[config.mk]
export PLATFORM = sky130hd
export DESIGN_NAME = tamagotchi_core
export DESIGN_NICKNAME = d
export VERILOG_FILES = /design/src/rtl/tamagotchi_core.sv
export SDC_FILE = /design/constraint.sdc
export NUM_CORES = 1
export LEC_CHECK = 0
export BUFFER_PORTS_ARGS = -buffer_cell sky130_fd_sc_hd__buf_4
export CORE_ASPECT_RATIO = 0.6
export CORE_MARGIN = 2
export CORE_UTILIZATION = 50
export CTS_CLUSTER_SIZE = 25
export DETAILED_ROUTE_END_ITERATION = 8
export PLACE_DENSITY_LB_ADDON = 0.3
export SETUP_SLACK_MARGIN = 0.5
export SLEW_MARGIN = 20
export SYNTH_ARGS = -nofsm -noshare
export SYNTH_HDL_FRONTEND = slang
export SYNTH_SLANG_ARGS = --single-unit
[constraint.sdc]
create_clock -name clk -period 5.07 [get_ports clk]
set_clock_uncertainty 0.1 [all_clocks]
set_input_delay 0 -clock clk [delete_from_list [all_inputs] [get_ports clk]]
set_output_delay 0 -clock clk [all_outputs]
set_load 0.1 [all_outputs]
[src/rtl/tamagotchi_core.sv]
`default_nettype none
// ==========================================================================
// tamagotchi_core : virtual-pet levels, decay timers, health flags, status
// Revision 1.0
// ==========================================================================
module tamagotchi_core #(
  parameter int unsigned TICK_CYCLES      = 50000000,
  parameter int unsigned TEST_TICK_CYCLES = 5000000,
  parameter int unsigned H_PERIOD         = 30,
  parameter int unsigned D_PERIOD         = 20,
  parameter int unsigned E_PERIOD         = 40,
  parameter int unsigned ILL_TICKS        = 10,
  parameter int unsigned DEATH_TICKS      = 15
) (
  input  logic       clk,
  input  logic       reset,
  input  logic       alimentar,
  input  logic       jugar,
  input  logic       test,
  input  logic       luz,
  input  logic       calor,
  input  logic       frio,
  output logic [2:0] stat,
  output logic [2:0] h,
  output logic [2:0] e,
  output logic [2:0] d,
  output logic       tmode
);

  localparam int unsigned c_tick_max = (TICK_CYCLES > TEST_TICK_CYCLES) ? TICK_CYCLES : TEST_TICK_CYCLES;
  localparam int c_tw = $clog2(c_tick_max + 1);
  localparam int c_hw = $clog2(H_PERIOD + 1);
  localparam int c_dw = $clog2(D_PERIOD + 1);
  localparam int c_ew = $clog2(E_PERIOD + 1);
  localparam int c_iw = $clog2(ILL_TICKS + 1);
  localparam int c_sw = $clog2(DEATH_TICKS + 1);

  localparam logic [c_tw-1:0] c_norm_last = c_tw'(TICK_CYCLES - 1);
  localparam logic [c_tw-1:0] c_test_last = c_tw'(TEST_TICK_CYCLES - 1);
  localparam logic [c_hw-1:0] c_h_last    = c_hw'(H_PERIOD - 1);
  localparam logic [c_dw-1:0] c_d_last    = c_dw'(D_PERIOD - 1);
  localparam logic [c_ew-1:0] c_e_last    = c_ew'(E_PERIOD - 1);
  localparam logic [c_iw-1:0] c_ill_max   = c_iw'(ILL_TICKS);
  localparam logic [c_sw-1:0] c_death_max = c_sw'(DEATH_TICKS);

  // Synchronizer bit order {frio, calor, luz, test, jugar, alimentar}; buttons idle high
  localparam logic [5:0] c_sync_rst = 6'b000111;

  localparam logic [2:0] c_st_happy  = 3'd0;
  localparam logic [2:0] c_st_bored  = 3'd1;
  localparam logic [2:0] c_st_tired  = 3'd2;
  localparam logic [2:0] c_st_sleep  = 3'd3;
  localparam logic [2:0] c_st_hungry = 3'd4;
  localparam logic [2:0] c_st_sick   = 3'd5;
  localparam logic [2:0] c_st_dead   = 3'd6;
  localparam logic [2:0] c_lvl_max   = 3'd5;

  logic [5:0]      s1_q, s2_q;
  logic [2:0]      btn_prev_q;
  logic [c_tw-1:0] tick_cnt_q, tick_cnt_d;
  logic [c_hw-1:0] h_cnt_q, h_cnt_d;
  logic [c_dw-1:0] d_cnt_q, d_cnt_d;
  logic [c_ew-1:0] e_cnt_q, e_cnt_d;
  logic [c_iw-1:0] abn_q, abn_d;
  logic [c_sw-1:0] starve_q, starve_d;
  logic [2:0]      h_q, h_d, e_q, e_d, d_q, d_d, stat_q, stat_d;
  logic            tmode_q, tmode_d, sick_q, sick_d, dead_q, dead_d;

  logic [2:0] press;
  logic       sleeping, abnormal, tick, h_step, d_step, e_step, feed_ok, play_ok;

  // Level update: one optional increment and up to two decrements, clamped to 0..5
  function automatic logic [2:0] step_level(input logic [2:0] lvl, input logic up,
                                            input logic [1:0] down);
    logic signed [4:0] t;
    t = $signed({2'b00, lvl}) + $signed({4'b0000, up}) - $signed({3'b000, down});
    if (t < 5'sd0)      step_level = 3'd0;
    else if (t > 5'sd5) step_level = c_lvl_max;
    else                step_level = t[2:0];
  endfunction

  assign press    = btn_prev_q & ~s2_q[2:0];
  assign sleeping = s2_q[3];
  assign abnormal = s2_q[4] ^ s2_q[5];
  assign tick     = (tick_cnt_q == (tmode_q ? c_test_last : c_norm_last));
  assign h_step   = tick && (h_cnt_q == c_h_last);
  assign d_step   = tick && (d_cnt_q == c_d_last);
  assign e_step   = tick && (e_cnt_q == c_e_last);
  assign feed_ok  = press[0] && !sleeping && !dead_q;
  assign play_ok  = press[1] && !sleeping && !dead_q && (e_q != 3'd0);

  always_comb begin
    tmode_d    = tmode_q ^ press[2];
    tick_cnt_d = (press[2] || tick) ? '0 : tick_cnt_q + 1'b1;

    h_cnt_d = h_cnt_q;
    d_cnt_d = d_cnt_q;
    e_cnt_d = e_cnt_q;
    if (tick) begin
      h_cnt_d = h_step ? '0 : h_cnt_q + 1'b1;
      d_cnt_d = d_step ? '0 : d_cnt_q + 1'b1;
      e_cnt_d = e_step ? '0 : e_cnt_q + 1'b1;
    end

    abn_d  = abn_q;
    sick_d = sick_q;
    if (tick) begin
      if (abnormal) begin
        if (abn_q != c_ill_max) abn_d = abn_q + 1'b1;
        if (abn_d == c_ill_max) sick_d = 1'b1;
      end else begin
        abn_d  = '0;
        sick_d = 1'b0;
      end
    end

    starve_d = starve_q;
    if (h_q != 3'd0)                        starve_d = '0;
    else if (tick && starve_q != c_death_max) starve_d = starve_q + 1'b1;
    dead_d = dead_q || (starve_d == c_death_max);

    h_d = h_q;
    d_d = d_q;
    e_d = e_q;
    if (!dead_q) begin
      h_d = step_level(h_q, feed_ok, {1'b0, h_step});
      d_d = step_level(d_q, play_ok, {1'b0, d_step});
      e_d = step_level(e_q, e_step && sleeping,
                       {1'b0, play_ok} + {1'b0, e_step && !sleeping});
    end

    if (dead_q)            stat_d = c_st_dead;
    else if (sleeping)     stat_d = c_st_sleep;
    else if (sick_q)       stat_d = c_st_sick;
    else if (h_q <= 3'd1)  stat_d = c_st_hungry;
    else if (e_q <= 3'd1)  stat_d = c_st_tired;
    else if (d_q <= 3'd1)  stat_d = c_st_bored;
    else                   stat_d = c_st_happy;
  end

  always_ff @(posedge clk or posedge reset) begin
    if (reset) begin
      s1_q       <= c_sync_rst;
      s2_q       <= c_sync_rst;
      btn_prev_q <= 3'b111;
      tick_cnt_q <= '0;
      h_cnt_q    <= '0;
      d_cnt_q    <= '0;
      e_cnt_q    <= '0;
      abn_q      <= '0;
      starve_q   <= '0;
      h_q        <= c_lvl_max;
      e_q        <= c_lvl_max;
      d_q        <= c_lvl_max;
      stat_q     <= c_st_happy;
      tmode_q    <= 1'b0;
      sick_q     <= 1'b0;
      dead_q     <= 1'b0;
    end else begin
      s1_q       <= {frio, calor, luz, test, jugar, alimentar};
      s2_q       <= s1_q;
      btn_prev_q <= s2_q[2:0];
      tick_cnt_q <= tick_cnt_d;
      h_cnt_q    <= h_cnt_d;
      d_cnt_q    <= d_cnt_d;
      e_cnt_q    <= e_cnt_d;
      abn_q      <= abn_d;
      starve_q   <= starve_d;
      h_q        <= h_d;
      e_q        <= e_d;
      d_q        <= d_d;
      stat_q     <= stat_d;
      tmode_q    <= tmode_d;
      sick_q     <= sick_d;
      dead_q     <= dead_d;
    end
  end

  assign stat  = stat_q;
  assign h     = h_q;
  assign e     = e_q;
  assign d     = d_q;
  assign tmode = tmode_q;

endmodule
`default_nettype wire

==> results.txt <==
Non-Filler Instances: 555
Placeable Area: 8040 um2
R2R Path Start: tick_cnt_q[11]
Clk network pwr share: 41.0%
P&R area growth vs syn: 15.8%
Syn Area/Cell: 10.3 um2
final setup vio count: 0
Yosys reg bits: 80
number of synthesized flops with an enable pin: 0
register share of total power: 39.3%
CTS buffer count: 9
clock sink count: 80
post-synthesis adder-cell area fraction: 9.01%
post-synthesis mux area share: 1.04%
Hold Path End: s1_q[1]
largest net degree at the start of global routing: 81
Die ar.: 9220 um2
insertion delay to the later sink of the worst-skew pair: 340 ps
Pwr Total: 1.85 mW
Seq/Total Area, Yosys: 47.9%
yosys warns: 0
Worst-Margin Slew: 850 ps
distinct cell type count after synthesis: 53
Rel. slew slack: 43.2%
Worst Hold Class: input pin to register
Inst Count DP: 532
Layout fillers: 657
initial antenna violation count: 0
Mapped Cells: 411
Worst setup EP type: register
first-pass GRT wire length: 14,800 um
Mapped Area: 4220 um2
DRT Wirelength: 8510 um
leak pwr: 2.18 nW
Slew Viols, Final: 0
cells on worst reg2reg path: 11
internal power: 1.29 mW
setup tns final: 0 ps
max_cap viols: 0
Post-Synth XOR/XNOR Area: 7.47%
switching power: 0.562 mW
HP Start: jugar
Synth Area in Compound Gates: 10.7%
post-detailed-route wirelength per cell: 15.3 um
critical-path maximum fanout: 28
Max Root-Sink Buffers: 2
Worst Setup SP: tick_cnt_q[11]
Worst Hold Depth: 2
clk root buf: clkbuf_16
fin crit share: 84.9%
die span in y: 75.2 um
Final min period: 4300 ps
PD cells: 378 nW/um2
antenna-violating nets left: 0
critical path class: register to register
Initial Utilization: 52.5%
routability congestion estimate: 0.900
gr usage total: 21.1%
CP required: 5190 ps
Reg clk slew, reported paths: 60 ps
vias in the first global route: 3,007
crit start category: register
Iteration-0 DRC Markers: 260
die width: 123 um
most common cell after layout, fill and taps aside: dfrtp_1
CTS H-Tree Depth: 3
simple-gate share of the synthesized area: 20.1%
Vias: 3,103
total gr overflow: 0
I/O pins: 21
largest family of logic cells by synthesized area: simple AND/OR/NAND/NOR gates
Final Util: 60.8%
DP HPWL: 5920 um
status: complete, no violations
RR Endpoint: e[1]
layout cells sized above 1: 14.1%
Critical Path AT: 4430 ps
RSZ-0062 raised after global routing: no
CTS tree: done
Hold WS: 203 ps
Vias/cell: 5.59
FMAX: 232 MHz
Port Buffers: 20
ANT cells: 0
reg2reg setup slack: 770 ps
combinational share of power: 19.6%
Synth async-reset ratio: 100%
most frequent cells in the layout: 65 x dfrtp_1, 44 x nor2_1, 39 x nand2_1, 24 x ha_1, 23 x inv_1
# DRC: 0
Main synth FF type: dfrtp_1
Peak supply drop: 0.199 mV
row count: 25
net switching fraction of the power: 30.4%
syn_nets: 447
Hold Vio Cnt, Final: 0
DR pass1 iterations: 4
nets: 478
[cells by family (layout without fill, tap and decap cells)]
logic type,count (synthesis),in the layout
xor gates and xnor gates,36,36
muxes,4,4
AOI/OAI and AO/OA,63,63
buffers and inverters,34,70
adders and majority gates,28,28
DFF,80,80
and+or+nand+nor,166,166
[flip-flops by register name (all words and copies together) (netlist names), 3 cells and up]
name and flops:
abn_q 4, btn_prev_q 3, d 3, d_cnt_q 5
e 3, e_cnt_q 6, h 3, h_cnt_q 5
s1_q 6, s2_q 6, starve_q 4, stat 3
tick_cnt_q 26
[metrics by stage]
stage	setup WS (ps)	instance area (um2)
after floorplan	814	4220
after global placement	959	4460
after detailed placement	783	4460
after CTS	802	4880
after global routing	520	4890
final	766	4890
[critical path: stages, from the launching register on]
cell	delay, ps
dfrtp_1	480
or3_1	350
or4_1	530
a211o_1	350
buf_4	220
or3_1	400
fa_1	450
ha_1	190
ha_1	210
fa_1	390
xnor2_1	170
o41ai_1	340
[how the worst max path moves through the flow]
stage / endpoint
detailed placement: e[1]
finish: e[1]
global route: e[0]
floorplan: e[1]
CTS: e[1]
global placement: e[0]
[metal layers]
metal  wire [um]  part of all wire [%]  global-route usage (%)
met2        3570                    42                    30.1
met5           0                     0                       0
met3         403                   4.7                    6.89
met1        4450                    52                    30.9
met4          93                   1.1                    6.00
[layout make-up]
type | count | area, um2 | area share (%)
multi-input combinational | 297 | 2040 | 41.7
sequential | 80 | 2020 | 41.3
timing repair buffer | 30 | 246 | 5.04
clock buffer | 10 | 239 | 4.89
tap | 108 | 135 | 2.76
clock inverter | 6 | 116 | 2.38
inverter | 24 | 91.3 | 1.87
[power by group through the flow]
stage               registers (mW)  logic, mW  clock network [mW]
CTS                          0.728      0.364               0.774
global route                 0.733      0.388               0.800
floorplan                    0.876      0.138                   0
detailed placement           0.739      0.358                   0
finish                       0.727      0.363               0.759
global placement             0.735      0.353                   0
[synth_stat cells (2+ instances only)]
cell      count  share of area [%]
a31o_2        2               0.42
a21o_1        3               0.53
inv_1        24                2.1
a211oi_1      3               0.53
a21oi_1       5               0.59
dfrtp_1      65                 39
or4_1         2               0.36
o21bai_1      3               0.53
xor2_1       16                3.3
o21ai_1       3               0.36
nand4_1      15                2.2
nand4b_1      4               0.83
xnor2_1      20                4.2
nor3_1       13                1.5
a31oi_1       2               0.30
mux2_2        2               0.53
nand3b_1      3               0.53
clkbuf_1      3               0.27
nand2b_1      6               0.89
buf_2         3               0.36
nor4b_1       3               0.62
a22o_1        5                1.0
and3_1        8                1.2
fa_1          4                1.9
o21ai_0      17                2.0
buf_6         4                1.1
dfstp_2      15                9.3
o41ai_1       4               0.83
o31ai_1       3               0.53
ha_1         24                7.1
nor2_1       44                3.9
or3_1         6               0.89
and4_1        2               0.42
nor4_1        3               0.44
a21boi_0      2               0.36
nand3_1      11                1.3
o211ai_1      3               0.53
nor2b_1       3               0.44
nand2_1      39                3.5
[timing repair]
action                    4_1_cts  5_1_grt
hold buffers                    7        0
resized for setup               0        0
buffers inserted                0        0
hold endpoints to repair       71        0
(Power assumes the default switching activity.)
